<file path="config.mk">
export PLATFORM = sky130hd
export DESIGN_NAME = bram_rmw_requester
export DESIGN_NICKNAME = d
export VERILOG_FILES = /design/src/rtl/bram_rmw_requester.sv
export SDC_FILE = /design/constraint.sdc
export NUM_CORES = 1
export LEC_CHECK = 0
export BUFFER_PORTS_ARGS = -buffer_cell sky130_fd_sc_hd__buf_2
export CAP_MARGIN = 20
export CORE_MARGIN = 2
export CORE_UTILIZATION = 35
export DETAILED_ROUTE_END_ITERATION = 8
export GPL_TIMING_DRIVEN = 1
export MAX_ROUTING_LAYER = met4
export SLEW_MARGIN = 10
export SYNTH_ARGS = -nofsm -noshare
export SYNTH_HDL_FRONTEND = slang
export SYNTH_SLANG_ARGS = --single-unit
</file>
<file path="constraint.sdc">
create_clock -name clk -period 2.79 [get_ports clk]
set_clock_uncertainty 0.05 [all_clocks]
set_input_delay 0.4185 -clock clk [delete_from_list [all_inputs] [get_ports clk]]
set_output_delay 0.4185 -clock clk [all_outputs]
set_load 0.01 [all_outputs]
</file>
<file path="src/rtl/bram_rmw_requester.sv">
// ----------------------------------------------------------------------------
// bram_rmw_requester
// Requester-side port of one diffusion PE towards a dual-port bank scheduler.
// Residual-update requests {addr, delta} are queued, and each one becomes a
// read-modify-write on the BRAM: read the word, add delta, write it back.
// Each bus phase is held until the scheduler grants it. While no phase is
// active the port parks its address on IDLE_ADDR, which lies outside every
// bank window, so no scheduler selects it.
//
// Ports:
//   clk, rst                  clock, synchronous active-high reset
//   req_valid/req_ready       request handshake (req_ready == !full)
//   req_addr, req_delta       request payload
//   addr_out, data_out        bus address / write data (registered)
//   write_en_out              bus write strobe (registered)
//   data_in                   read data from scheduler, 1-cycle latency
//   grant                     scheduler selected this port this cycle
//   busy                      FSM active or queue non-empty
//   done_count                completed writes, wraps at 2^16
//   sat_flag                  sticky saturation flag (BRAM_RMW_SAT_ADD_EN only)
//
// Build option: define BRAM_RMW_SAT_ADD_EN for unsigned-saturating addition
// and the sat_flag output; otherwise the sum wraps modulo 2^DATA_WIDTH.
// ----------------------------------------------------------------------------
module bram_rmw_requester #(
    parameter int                    ADDR_WIDTH = 13,
    parameter int                    DATA_WIDTH = 32,
    parameter int                    FIFO_DEPTH = 4,
    parameter logic [ADDR_WIDTH-1:0] IDLE_ADDR  = {ADDR_WIDTH{1'b1}}
) (
    input  logic                  clk,
    input  logic                  rst,
    input  logic                  req_valid,
    output logic                  req_ready,
    input  logic [ADDR_WIDTH-1:0] req_addr,
    input  logic [DATA_WIDTH-1:0] req_delta,
    output logic [ADDR_WIDTH-1:0] addr_out,
    output logic [DATA_WIDTH-1:0] data_out,
    output logic                  write_en_out,
    input  logic [DATA_WIDTH-1:0] data_in,
    input  logic                  grant,
    output logic                  busy,
    output logic [15:0]           done_count
`ifdef BRAM_RMW_SAT_ADD_EN
    ,
    output logic                  sat_flag
`endif
);

    localparam int                PTR_W    = $clog2(FIFO_DEPTH);
    localparam int                CNT_W    = PTR_W + 1;
    localparam logic [CNT_W-1:0]  FULL_CNT = CNT_W'(FIFO_DEPTH);

    typedef enum logic [1:0] {
        S_IDLE    = 2'd0,
        S_RD_REQ  = 2'd1,
        S_RD_WAIT = 2'd2,
        S_WR_REQ  = 2'd3
    } state_e;

    state_e                state_q, state_d;
    logic [ADDR_WIDTH-1:0] fifo_addr_q  [FIFO_DEPTH];
    logic [DATA_WIDTH-1:0] fifo_delta_q [FIFO_DEPTH];
    logic [PTR_W-1:0]      wr_ptr_q, rd_ptr_q, rd_ptr_nx_s;
    logic [CNT_W-1:0]      count_q, count_d;
    logic [ADDR_WIDTH-1:0] cur_addr_q, cur_addr_d;
    logic [DATA_WIDTH-1:0] cur_delta_q, cur_delta_d;
    logic [ADDR_WIDTH-1:0] addr_out_q, addr_d;
    logic [DATA_WIDTH-1:0] data_out_q, data_d, sum_s;
    logic                  we_q, we_d;
    logic                  ready_q, ready_d;
    logic                  busy_q, busy_d;
    logic [15:0]           done_q, done_d;
    logic                  push_s, pop_s;
`ifdef BRAM_RMW_SAT_ADD_EN
    logic                  sat_q, sat_d;
    logic                  carry_s;

    // Full-width add; the extra MSB is the carry out.
    function automatic logic [DATA_WIDTH:0] add_wide(input logic [DATA_WIDTH-1:0] a,
                                                     input logic [DATA_WIDTH-1:0] b);
        return {1'b0, a} + {1'b0, b};
    endfunction

    assign carry_s  = add_wide(data_in, cur_delta_q) >> DATA_WIDTH;
    assign sum_s    = carry_s ? {DATA_WIDTH{1'b1}} : data_in + cur_delta_q;
    assign sat_flag = sat_q;
`else
    assign sum_s    = data_in + cur_delta_q;
`endif

    assign push_s       = req_valid && ready_q;
    assign rd_ptr_nx_s  = rd_ptr_q + PTR_W'(1);
    assign req_ready    = ready_q;
    assign addr_out     = addr_out_q;
    assign data_out     = data_out_q;
    assign write_en_out = we_q;
    assign busy         = busy_q;
    assign done_count   = done_q;

    // Queue storage: written at the tail on an accepted push.
    always_ff @(posedge clk) begin
        if (push_s) begin
            fifo_addr_q[wr_ptr_q]  <= req_addr;
            fifo_delta_q[wr_ptr_q] <= req_delta;
        end
    end

    // Next-state, queue occupancy and next-output logic.
    always_comb begin
        state_d     = state_q;
        cur_addr_d  = cur_addr_q;
        cur_delta_d = cur_delta_q;
        data_d      = data_out_q;
        done_d      = done_q;
        pop_s       = 1'b0;
`ifdef BRAM_RMW_SAT_ADD_EN
        sat_d       = sat_q;
`endif
        case (state_q)
            S_IDLE: begin
                if (count_q != {CNT_W{1'b0}}) begin
                    cur_addr_d  = fifo_addr_q[rd_ptr_q];
                    cur_delta_d = fifo_delta_q[rd_ptr_q];
                    state_d     = S_RD_REQ;
                end else begin
                    state_d     = S_IDLE;
                end
            end
            S_RD_REQ: begin
                if (grant) begin
                    state_d = S_RD_WAIT;
                end else begin
                    state_d = S_RD_REQ;
                end
            end
            S_RD_WAIT: begin
                data_d  = sum_s;
`ifdef BRAM_RMW_SAT_ADD_EN
                sat_d   = sat_q | carry_s;
`endif
                state_d = S_WR_REQ;
            end
            S_WR_REQ: begin
                if (grant) begin
                    pop_s  = 1'b1;
                    done_d = done_q + 16'd1;
                    // The head stays queued until its write is granted, so the
                    // next request sits one slot behind it, or is the word
                    // being pushed this very cycle when only one entry remains.
                    if (count_q >= CNT_W'(2)) begin
                        cur_addr_d  = fifo_addr_q[rd_ptr_nx_s];
                        cur_delta_d = fifo_delta_q[rd_ptr_nx_s];
                        state_d     = S_RD_REQ;
                    end else if (push_s) begin
                        cur_addr_d  = req_addr;
                        cur_delta_d = req_delta;
                        state_d     = S_RD_REQ;
                    end else begin
                        state_d     = S_IDLE;
                    end
                end else begin
                    state_d = S_WR_REQ;
                end
            end
            default: begin
                state_d = S_IDLE;
            end
        endcase

        case ({push_s, pop_s})
            2'b10:   count_d = count_q + CNT_W'(1);
            2'b01:   count_d = count_q - CNT_W'(1);
            default: count_d = count_q;
        endcase

        // Bus outputs are registered from the state being entered, so they
        // line up exactly with the phase the FSM is in.
        addr_d  = (state_d == S_RD_REQ || state_d == S_WR_REQ) ? cur_addr_d : IDLE_ADDR;
        we_d    = (state_d == S_WR_REQ);
        ready_d = (count_d != FULL_CNT);
        busy_d  = (state_d != S_IDLE) || (count_d != {CNT_W{1'b0}});
    end

    // State, pointers and registered outputs.
    always_ff @(posedge clk) begin
        if (rst) begin
            state_q     <= S_IDLE;
            wr_ptr_q    <= {PTR_W{1'b0}};
            rd_ptr_q    <= {PTR_W{1'b0}};
            count_q     <= {CNT_W{1'b0}};
            cur_addr_q  <= IDLE_ADDR;
            cur_delta_q <= {DATA_WIDTH{1'b0}};
            addr_out_q  <= IDLE_ADDR;
            data_out_q  <= {DATA_WIDTH{1'b0}};
            we_q        <= 1'b0;
            ready_q     <= 1'b1;
            busy_q      <= 1'b0;
            done_q      <= 16'd0;
`ifdef BRAM_RMW_SAT_ADD_EN
            sat_q       <= 1'b0;
`endif
        end else begin
            state_q     <= state_d;
            wr_ptr_q    <= push_s ? wr_ptr_q + PTR_W'(1) : wr_ptr_q;
            rd_ptr_q    <= pop_s ? rd_ptr_nx_s : rd_ptr_q;
            count_q     <= count_d;
            cur_addr_q  <= cur_addr_d;
            cur_delta_q <= cur_delta_d;
            addr_out_q  <= addr_d;
            data_out_q  <= data_d;
            we_q        <= we_d;
            ready_q     <= ready_d;
            busy_q      <= busy_d;
            done_q      <= done_d;
`ifdef BRAM_RMW_SAT_ADD_EN
            sat_q       <= sat_d;
`endif
        end
    end

endmodule

</file>
==> key figures, run 1 <==
Synth
  • Syn Area/Cell: 12.5 sq um
  • Syn. warnings: 0
  • Sequential-to-total area share from yosys stat: 53.3%
  • Primary FF master, synth: edfxtp_1
  • Syn_nets: 1,300
  • Synthesized flop and latch total: 300
  • EDFF count, synth: 180
  • Post-synth cell types: 66
  • Mapped cell area: 0.0146 sq mm
  • Syn Inst Count: 1,175
  • Asr flop ratio synth: 0%

Worst setup path
  • Crit path max fanout: 3
  • Critical path buffer and inverter count: 0
  • Crit. End Element: flop
  • Crit path depth: 10
  • Worst path max stage delay: 0.40 ns
  • Reg2reg start: cur_delta_q[0]$_SDFFE_PP0P_
  • CP Cell Sequence: ha_1 -> fa_1 -> a211o_1 -> a211oi_2 -> nor2_1 -> a31o_2 -> and4b_1 -> nor3_2 -> or3_1 -> o2111ai_1
  • Critical Path AT: 2.96 ns
  • Startpoint types: flop
  • Critical path class: reg -> reg
  • Worst flop-to-flop path endpoint: data_out[30]$_SDFFE_PP0N_
  • R2r setup slk: 0.17 ns
  • CP endpoint: data_out[30]$_SDFFE_PP0N_
  • Slowest CP cell: fa_1
  • Reg2Reg Depth: 10
  • Crit-path leading delay family: compound AO/OA/AOI/OAI gates
  • Worst EP required: 3.13 ns
  • Crit. Startpoint: cur_delta_q[0]$_SDFFE_PP0P_

GRT
  • Largest net degree at the start of global routing: 72
  • Antenna violations before repair: 8
  • GRT overflow: 0
  • First-pass GRT wire length: 59,100 um
  • Vias in the first global route: 9,992
  • All-layer global routing usage: 18.1%

Placement
  • Gp weighted congestion: 0.880
  • Worst slack, placed: -0.243 ns
  • Hpwl dp: 25,800 um
  • Port bufs: 144

Clock network
  • TritonCTS clock tree: built
  • Worst-path clk slew: 0.06 ns
  • Clock latency at the later pin of the worst-skew pair: 0.53 ns
  • CTS root buffer: clkbuf_16
  • Htree depth: 2
  • Clock Tree Buf Depth: 3
  • Hold bufs inserted after CTS: 0
  • Num CTS Buffers: 35
  • Sink Count: 300

Flow run
  • Max_cap viols: 0

Floorplanning
  • Die width: 209 um
  • Full die area: 0.0435 sq mm
  • Chip height: 209 um
  • Core Region: 0.0410 sq mm
  • Num rows: 74
  • # IOs: 145
  • Initial core utilization: 35.7%

Timing
  • Final setup violation count: 0
  • Setup ws final: 0.165 ns
  • Fin crit period: 2.62 ns
  • Pins Over Slew Limit: 0
  • Max Clk Rate: 381 MHz
  • Endpoints failing hold: 0
  • RSZ-0062 raised after global routing: no
  • Slew HR: 61.3%
  • Worst Tran Pin Value: 0.580 ns
  • Crit share post-route: 94.1%

Finish
  • Seq. cell area: 0.00781 sq mm
  • Fin util: 42.2%
  • Layout cell share with drive strength beyond 1: 26.9%
  • # fillers: 3,818
  • Nets: 1,454
  • Multi-input logic area: 0.00640 sq mm
  • Area delta synth->final: 18.3%

Power and ir drop
  • Power Density: 656 mW/mm^2
  • Total power: 11.4 mW
  • Maximum vdd drop: 356 uV
  • Static Leak: 6.29 nW

Route
  • First DRT Iteration DRCs: 764
  • Final WL: 38,600 um
  • DRC viols: 0
  • Post-DR vias/cell: 5.40
  • TritonRoute pass-1 iters: 5
  • Wire per inst: 20.4 um
  • Via count: 10,229
  • Antenna-violating nets left: 0

Worst hold path
  • Worst Hold Class: in -> reg

Status
  • Outcome: finished clean
-- final cells by class --
type	instances	share of cell area, %
diodes	7	0.101
well taps	532	3.84
multi-input cells	765	36.9
flip-flops and latches	300	45.1
clock inverters	16	0.744
repair buffers	193	7.02
clock buffers	48	5.51
inverters	34	0.737
-- cells by family after synthesis --
family	Yosys count	synth area share [%]
buffers and inverters	110	3.15
AOI/OAI and AO/OA	252	11.1
DFF	300	53.3
xor gates and xnor gates	38	2.27
muxes	136	17.0
adders and majority gates	44	3.86
and+or+nand+nor	295	9.30
-- how the worst min path moves through the flow --
stage,start,to,slack [ns],depth (start not counted)
3_3_place_gp,data_out[31]$_SDFFE_PP0N_,data_out[31]$_SDFFE_PP0N_,0.38,2
5_1_grt,req_delta[12],fifo_delta_q[3][12]$_DFFE_PP_,0.08,1
3_5_place_dp,data_out[31]$_SDFFE_PP0N_,data_out[31]$_SDFFE_PP0N_,0.39,2
2_1_floorplan,cur_delta_q[0]$_SDFFE_PP0P_,cur_delta_q[0]$_SDFFE_PP0P_,0.41,2
6_report,req_delta[18],fifo_delta_q[1][18]$_DFFE_PP_,0.08,1
4_1_cts,req_delta[18],fifo_delta_q[1][18]$_DFFE_PP_,0.06,1
-- placed cells by master, fill, tap and decap left out, types with 42 or more instances in the layout --
cell and count:
a211oi_1 42, a21oi_1 99, buf_2 143, dfxtp_1 116, edfxtp_1 180, mux2i_1 46, mux4_2 90, nand2_1 73
nor2_1 125
-- synth_stat cells, types with 4 or more instances --
cell type | n | area [sq um]
xnor2_1 | 20 | 175
nor3_1 | 10 | 50.1
xor2_1 | 18 | 158
and2_1 | 7 | 43.8
a221o_1 | 15 | 150
o21bai_1 | 4 | 30.0
mux4_2 | 90 | 2030
nand2b_1 | 10 | 62.6
buf_1 | 8 | 30.0
nand2_1 | 73 | 274
buf_2 | 27 | 135
o22ai_1 | 17 | 106
clkbuf_1 | 39 | 146
a21o_1 | 13 | 97.6
a21oi_1 | 99 | 495
and3_1 | 10 | 62.6
a31oi_1 | 5 | 31.3
or3_1 | 9 | 56.3
nand4_1 | 7 | 43.8
o211ai_1 | 4 | 30.0
mux2i_1 | 46 | 460
a211oi_1 | 43 | 323
inv_1 | 30 | 113
edfxtp_1 | 180 | 5410
dfxtp_1 | 120 | 2400
nor2_1 | 125 | 469
nand3_1 | 10 | 50.1
o21ai_1 | 8 | 40.0
ha_1 | 42 | 526
or2_1 | 12 | 75.1
o21ai_0 | 18 | 90.1
-- registers in the layout, indices dropped and copies added, names as in the netlist, named ones only --
signal,count
cur_addr_q,13
count_q,3
done_count,16
state_q,2
busy,1
fifo_addr_q,52
cur_delta_q,32
rd_ptr_q,2
req_ready,1
wr_ptr_q,2
fifo_delta_q,128
data_out,32
addr_out,13
write_en_out,1
-- power by group --
| group | internal [mW] | total, mW | switching [mW] |
|---|---|---|---|
| logic | 0.799 | 1.92 | 1.13 |
| clock network | 2.51 | 4.31 | 1.80 |
| registers | 4.99 | 5.12 | 0.137 |
| total | 8.30 | 11.4 | 3.06 |
-- metrics by stage --
stage | cells | cell area [sq um] | hold WS, ns | setup TNS [ns]
after floorplan | 1175 | 14600 | 0.411 | 0
after global placement | 1824 | 16200 | 0.384 | -0.587
after detailed placement | 1824 | 16200 | 0.389 | -0.821
after CTS | 1888 | 17300 | 0.0600 | 0
after global routing | 1895 | 17300 | 0.0802 | 0
final | 1895 | 17300 | 0.0755 | 0
-- layer usage --
metal | GRT usage (%) | vias to the layer above | share of wire, %
li1 | - | 4794 | -
met3 | 2.85 | 55 | 6.1
met5 | - | - | 0
met1 | 24.1 | 5015 | 45
met2 | 28.6 | 365 | 47
met4 | 5.32 | 0 | 2.3
-- what timing repair did --
| item | in CTS | in global routing |
|---|---|---|
| endpoints found under the setup margin | 1 | 2 |
| buffers inserted | 0 | 0 |
| pin swaps | 0 | 0 |
| resized for setup | 1 | 2 |
| gates cloned | 0 | 0 |
No activity file was read; power rests on OpenSTA's default activity.
==> inputs of run 2 (changes only) <==
--- a/config.mk
+++ b/config.mk
@@ -8,10 +8,12 @@
 export BUFFER_PORTS_ARGS = -buffer_cell sky130_fd_sc_hd__buf_2
 export CAP_MARGIN = 20
 export CORE_MARGIN = 2
-export CORE_UTILIZATION = 35
+export CORE_UTILIZATION = 50
 export DETAILED_ROUTE_END_ITERATION = 8
 export GPL_TIMING_DRIVEN = 1
 export MAX_ROUTING_LAYER = met4
+export PLACE_DENSITY = 0.72
+export SKIP_CTS_REPAIR_TIMING = 1
 export SLEW_MARGIN = 10
 export SYNTH_ARGS = -nofsm -noshare
 export SYNTH_HDL_FRONTEND = slang
==> run 2 against run 1 <==
  * First-iteration DRC count up 15%
  * Hold slack better by 0.0062 ns
  * Highest routed layer unchanged
  * Clock power up 8.6%
  * Core utilization up 18 points
  * Non-clock buffer count down 1
  * Total power up 3.0%
  * Die area down 29%
  * Routed wire length down 6.7%
  * Final cell count down 8.2%
==> key figures, run 2 (synthesis results as in run 1) <==
GRT
  • Largest net degree at the start of global routing: 65 (-9.7%)
  • All-layer global routing usage: 24.5% (+6.5 points)
  • GRT overflow: 0 (unchanged)
  • Vias in the first global route: 10,370 (+3.8%)
  • First-pass GRT wire length: 57,000 um (-3.6%)
  • Antenna violations before repair: 2 (-6)

Timing
  • Setup ws final: 0.155 ns (-0.0100 ns)
  • Fin crit period: 2.63 ns (+0.0100 ns)
  • Slew HR: 56.3% (-5.0 points)
  • Worst Tran Pin Value: 0.656 ns (+0.0757 ns)
  • Crit share post-route: 94.4% (+0.36 points)
  • Endpoints failing hold: 0 (unchanged)
  • Final setup violation count: 0 (unchanged)
  • Hold_ws: 0.0817 ns (+0.00621 ns)
  • Pins Over Slew Limit: 0 (unchanged)
  • Max Clk Rate: 380 MHz (-0.38%)

Finish
  • Number of flip-flops in the largest register: 128 (unchanged)
  • Most frequent cells in the layout: edfxtp_1, buf_2, nor2_1, dfxtp_1, a21oi_1
  • Area delta synth->final: 17.5%
  • Largest Register: fifo_delta_q
  • Layout cell share with drive strength beyond 1: 26.9% (about the same)
  • Nets: 1,452 (-0.14%)
  • # fillers: 2,282 (-40%)
  • Largest registers: fifo_delta_q: 128 flops, fifo_addr_q: 52 flops
  • Commonest non-fill, non-tap cell in the layout: edfxtp_1

Worst setup path
  • Worst EP required: 3.18 ns (+0.05 ns)
  • R2r setup slk: 0.16 ns (about the same)
  • Crit path max fanout: 3 (unchanged)
  • Critical path class: reg -> reg
  • Critical Path AT: 3.02 ns (+0.06 ns)
  • Startpoint types: flop
  • Crit. End Element: flop

Clock network
  • TritonCTS clock tree: built
  • Clock latency at the later pin of the worst-skew pair: 0.52 ns (about the same)
  • Clock Tree Buf Depth: 3 (unchanged)
  • Worst-path clk slew: 0.06 ns (about the same)
  • Num CTS Buffers: 34 (-2.9%)
  • Htree depth: 2 (unchanged)
  • Sink Count: 300 (unchanged)
  • CTS root buffer: clkbuf_16

Route
  • Post-DR vias/cell: 5.99 (+11%)
  • First DRT Iteration DRCs: 876 (+15%)
  • Via count: 10,427 (+1.9%)
  • TritonRoute pass-1 iters: 5 (unchanged)
  • Antenna-violating nets left: 0 (unchanged)
  • DRC viols: 0 (unchanged)
  • Wire per inst: 20.7 um (+1.6%)
  • Final WL: 36,000 um (-6.7%)

Placement
  • Hpwl dp: 23,900 um (-7.4%)
  • Gp weighted congestion: 0.877 (-0.34%)
  • Worst slack, placed: -0.170 ns (+0.0721 ns)
  • Port bufs: 144 (unchanged)

Power and ir drop
  • Clock share of power: 40.0% (+2.0 points)
  • Comb power frac: 16.2% (-0.7 points)
  • Static Leak: 6.34 nW (+0.80%)
  • Net Sw Power: 2.99 mW (-2.3%)
  • Switch share: 25.6% (-1.4 points)
  • Pint: 8.70 mW (+4.9%)
  • Power Density: 680 mW/mm^2 (+3.6%)
  • Register share of total power: 43.8% (-1.3 points)
  • Maximum vdd drop: 528 uV (+48%)

Floorplanning
  • Die width: 175 um (-16%)
  • Initial core utilization: 50.9% (+15 points)
  • Num rows: 62 (-16%)
  • Chip height: 175 um (-16%)
  • Full die area: 0.0307 sq mm (-29%)
  • Core Region: 0.0288 sq mm (-30%)
  • # IOs: 145 (unchanged)

Flow run
  • Max_cap viols: 0 (unchanged)

Status
  • Outcome: finished clean

Worst hold path
  • Worst Hold Class: in -> reg
-- run 2: cell count changes in the layout (fill, tap and decap cells not counted), moves of 2 or more --
cell        delta
inv_6          -4
clkinvlp_4     -2
clkbuf_8       +2
clkbuf_16      +4
clkbuf_1       -3
inv_4          +2
buf_12         -2
bufinv_16      +2
diode_2        -4
-- run 2: power by group through the flow --
stage               Clock, mW  Combinational (mW)  Sequential (mW)
floorplan                   0                1.25             5.19
global placement            0                1.83             5.20
detailed placement          0                1.86             5.21
CTS                      4.75                1.88             5.12
global route             4.93                2.10             5.15
finish                   4.68                1.89             5.12
-- run 2: critical path: stages, from the launching register on --
cell,delay [ns]
dfxtp_1,0.31
ha_1,0.20
fa_1,0.39
a211o_1,0.35
a211oi_2,0.26
or3_1,0.20
a31oi_2,0.14
o21ai_1,0.16
a21boi_1,0.09
xnor2_1,0.17
a211oi_2,0.23
-- run 2: metal layers --
layer  track usage, %  wire length [um]  up-vias
li1                 -                 -     4788
met1             32.5             15500     5178
met2             38.0             16900      383
met3             4.70              2560       78
met4             8.68              1040        0
met5                -                 0        -
-- run 2: area by class of cell --
type,count,area (sq um),area share [%]
multi-input combinational,765,6390,37.1
timing repair buffer,192,1180,6.88
clock inverter,11,131,0.763
antenna,3,7.51,0.0436
sequential,300,7810,45.4
tap,384,480,2.79
inverter,34,130,0.756
clock buffer,51,1070,6.22
-- run 2: through the flow --
stage	power [mW]	setup TNS [ns]	cells	cell area, sq um	util [%]
final	11.7	0	1740	17200	59.8
after global routing	12.2	-0.00499	1739	17200	59.8
after global placement	7.02	-0.484	1675	16000	55.5
after detailed placement	7.07	-0.721	1675	16000	55.5
after floorplan	6.44	0	1175	14600	-
after CTS	11.7	0	1737	17200	59.7
-- run 2: worst paths after layout --
kind | cells after the start | from | end
min | 1 | req_delta[13] | fifo_delta_q[1][13]$_DFFE_PP_
max reg2reg | 10 | cur_delta_q[0]$_SDFFE_PP0P_ | data_out[28]$_SDFFE_PP0N_
min reg2reg | 2 | data_out[31]$_SDFFE_PP0N_ | data_out[31]$_SDFFE_PP0N_
max | 10 | cur_delta_q[0]$_SDFFE_PP0P_ | data_out[28]$_SDFFE_PP0N_
==> inputs of run 3 (changes only) <==
--- a/config.mk
+++ b/config.mk
@@ -7,14 +7,15 @@
 export LEC_CHECK = 0
 export BUFFER_PORTS_ARGS = -buffer_cell sky130_fd_sc_hd__buf_2
 export CAP_MARGIN = 20
+export CELL_PAD_IN_SITES_DETAIL_PLACEMENT = 1
+export CELL_PAD_IN_SITES_GLOBAL_PLACEMENT = 1
 export CORE_MARGIN = 2
-export CORE_UTILIZATION = 50
+export CORE_UTILIZATION = 44
 export DETAILED_ROUTE_END_ITERATION = 8
 export GPL_TIMING_DRIVEN = 1
 export MAX_ROUTING_LAYER = met4
-export PLACE_DENSITY = 0.72
+export PLACE_DENSITY_LB_ADDON = 0.1
 export SKIP_CTS_REPAIR_TIMING = 1
-export SLEW_MARGIN = 10
 export SYNTH_ARGS = -nofsm -noshare
 export SYNTH_HDL_FRONTEND = slang
 export SYNTH_SLANG_ARGS = --single-unit
==> run 3 against run 2 <==
  * Via count shrank 1.1%
  * Non-clock buffer count grew 10
  * Fmax grew 0.75%
  * Sequential power is essentially flat
  * Critical path type unchanged
  * Die area grew 13%
  * Sequential cell count is the same
  * Largest power group unchanged
==> key figures, run 3 (synthesis results as in run 1) <==
Status
  • Outcome: finished clean

Worst hold path
  • Worst Hold Class: in -> reg

Clock network
  • Num CTS Buffers: 35 (+2.9%)
  • TritonCTS clock tree: built
  • Clock latency at the later pin of the worst-skew pair: 0.52 ns (about the same)
  • Worst-path clk slew: 0.06 ns (about the same)
  • Sink Count: 300 (unchanged)
  • CTS root buffer: clkbuf_16
  • Htree depth: 2 (unchanged)
  • Clock Tree Buf Depth: 3 (unchanged)

GRT
  • All-layer global routing usage: 22.9% (-1.7 points)
  • Busiest layer in global routing: met2
  • GRT overflow: 0 (unchanged)
  • Antenna violations before repair: 1 (-1)
  • First-pass GRT wire length: 61,500 um (+7.9%)
  • Met2 usage: 36.7% (-1.3 points)
  • GR Util met3: 3.10% (-1.6 points)
  • Met1 layer usage reported by global route: 31.3% (-1.2 points)
  • Vias in the first global route: 10,890 (+5.0%)
  • Largest net degree at the start of global routing: 65 (unchanged)

Timing
  • Crit share post-route: 93.7% (-0.70 points)
  • Worst Tran Pin Value: 0.692 ns (+0.0364 ns)
  • Max Clk Rate: 382 MHz (+0.75%)
  • Endpoints failing hold: 0 (unchanged)
  • RSZ-0062 raised after global routing: no
  • Final setup violation count: 0 (unchanged)
  • Setup ws final: 0.175 ns (+0.0196 ns)
  • Hold_ws: 0.0838 ns (+0.00205 ns)
  • Fin crit period: 2.62 ns (-0.0196 ns)
  • Pins Over Slew Limit: 0 (unchanged)
  • Slew HR: 53.9% (-2.4 points)

Finish
  • Largest Register: fifo_delta_q
  • Nets: 1,463 (+0.76%)
  • Largest registers: fifo_delta_q: 128 flops, fifo_addr_q: 52 flops
  • Fin util: 52.9% (-6.9 points)
  • Commonest non-fill, non-tap cell in the layout: edfxtp_1
  • Area delta synth->final: 17.8%
  • Number of flip-flops in the largest register: 128 (unchanged)
  • Non-Filler Cell Area, Final: 0.0173 sq mm (+0.26%)
  • Layout cell share with drive strength beyond 1: 27.5% (+0.64 points)
  • # fillers: 3,340 (+46%)
  • Most frequent cells in the layout: edfxtp_1, buf_2, nor2_1, dfxtp_1, a21oi_1

Power and ir drop
  • Maximum vdd drop: 537 uV (+1.8%)
  • Static Leak: 6.35 nW (+0.11%)
  • Power Density: 662 mW/mm^2 (-2.6%)

Worst setup path
  • Reg2reg start: cur_delta_q[0]$_SDFFE_PP0P_
  • Crit-path leading delay family: compound AO/OA/AOI/OAI gates
  • Critical path buffer and inverter count: 0 (unchanged)
  • Critical path class: reg -> reg
  • CP endpoint: data_out[30]$_SDFFE_PP0N_
  • Crit path max fanout: 3 (unchanged)
  • Crit. Startpoint: cur_delta_q[0]$_SDFFE_PP0P_
  • Reg2Reg Depth: 10 (unchanged)
  • Worst EP required: 3.12 ns (-0.06 ns)
  • Crit. End Element: flop
  • CP Cell Sequence: ha_1 -> fa_1 -> a211o_1 -> a211oi_2 -> nor2_1 -> a31o_2 -> and4b_1 -> nor3_2 -> or3_1 -> o2111ai_1
  • Startpoint types: flop
  • Slowest CP cell: fa_1
  • Crit path depth: 10 (unchanged)
  • Worst flop-to-flop path endpoint: data_out[30]$_SDFFE_PP0N_
  • R2r setup slk: 0.17 ns (+0.02 ns)
  • Worst path max stage delay: 0.40 ns (about the same)
  • Critical Path AT: 2.94 ns (-0.08 ns)

Route
  • TritonRoute pass-1 iters: 5 (unchanged)
  • Via count: 10,311 (-1.1%)
  • Antenna-violating nets left: 0 (unchanged)
  • Wire per inst: 21.2 um (+2.7%)
  • DRC viols: 0 (unchanged)
  • Final WL: 38,400 um (+6.8%)
  • First DRT Iteration DRCs: 664 (-24%)
  • Post-DR vias/cell: 5.70 (-4.8%)

Floorplanning
  • Chip height: 186 um (+6.4%)
  • Full die area: 0.0348 sq mm (+13%)
  • Num rows: 66 (+6.5%)
  • Die width: 186 um (+6.4%)
  • # IOs: 145 (unchanged)
  • Core Region: 0.0326 sq mm (+13%)
  • Initial core utilization: 44.9% (-6.0 points)

Placement
  • Port bufs: 144 (unchanged)
  • Post-placement cell area: 0.0161 sq mm (+1.0%)
  • Worst slack, placed: -0.204 ns (-0.0335 ns)
  • Gp weighted congestion: 0.875 (-0.27%)
  • Hpwl dp: 26,100 um (+9.3%)

Flow run
  • Max_cap viols: 0 (unchanged)
==> run 3: cell count changes in the layout (fill, tap and decap cells not counted) <==
cell | before | now
bufinv_16 | 3 | 0
buf_4 | 41 | 50
clkinv_4 | 1 | 0
buf_12 | 8 | 9
clkinvlp_4 | 0 | 1
diode_2 | 3 | 1
clkbuf_16 | 39 | 36
clkinv_8 | 0 | 1
inv_2 | 1 | 2
inv_4 | 2 | 1
clkinv_2 | 3 | 8
inv_6 | 0 | 2
==> run 3: area by class of cell <==
| type | count | area, sq um | share of cell area [%] |
|---|---|---|---|
| flip-flops and latches | 300 | 7810 | 45.3 |
| multi-input cells | 765 | 6390 | 37.0 |
| repair buffers | 202 | 1270 | 7.37 |
| clock inverters | 16 | 98.8 | 0.573 |
| well taps | 442 | 553 | 3.21 |
| inverters | 34 | 128 | 0.740 |
| diodes | 1 | 2.50 | 0.0145 |
| clock buffers | 48 | 996 | 5.77 |
==> run 3: routing by layer <==
metal | vias to the layer above | wire length (um)
met1 | 5221 | 18000
met2 | 246 | 18100
met5 | - | 0
met3 | 43 | 1690
met4 | 0 | 548
li1 | 4801 | -
==> run 3: report_power, final <==
group | internal (mW) | switching, mW
clock | 2.52 | 1.82
combinational | 0.804 | 1.15
sequential | 4.99 | 0.150
==> run 3: worst min-delay path by stage <==
stage,endpoint,from,cells after the start,slack [ns]
after floorplan,cur_delta_q[0]$_SDFFE_PP0P_,cur_delta_q[0]$_SDFFE_PP0P_,2,0.41
after global placement,data_out[23]$_SDFFE_PP0N_,data_out[23]$_SDFFE_PP0N_,2,0.39
after global routing,fifo_delta_q[0][9]$_DFFE_PP_,req_delta[9],1,0.07
after detailed placement,data_out[19]$_SDFFE_PP0N_,data_out[19]$_SDFFE_PP0N_,1,0.40
after CTS,fifo_delta_q[0][9]$_DFFE_PP_,req_delta[9],1,0.06
final,fifo_delta_q[1][5]$_DFFE_PP_,req_delta[5],1,0.08
==> run 3: metrics by stage <==
step / setup TNS, ns / power (mW) / instances
detailed placement: -0.470 / 7.17 / 1743
global route: 0 / 12.0 / 1808
floorplan: 0 / 6.44 / 1175
global placement: -0.419 / 7.12 / 1743
finish: 0 / 11.4 / 1808
CTS: -0.00557 / 11.5 / 1807
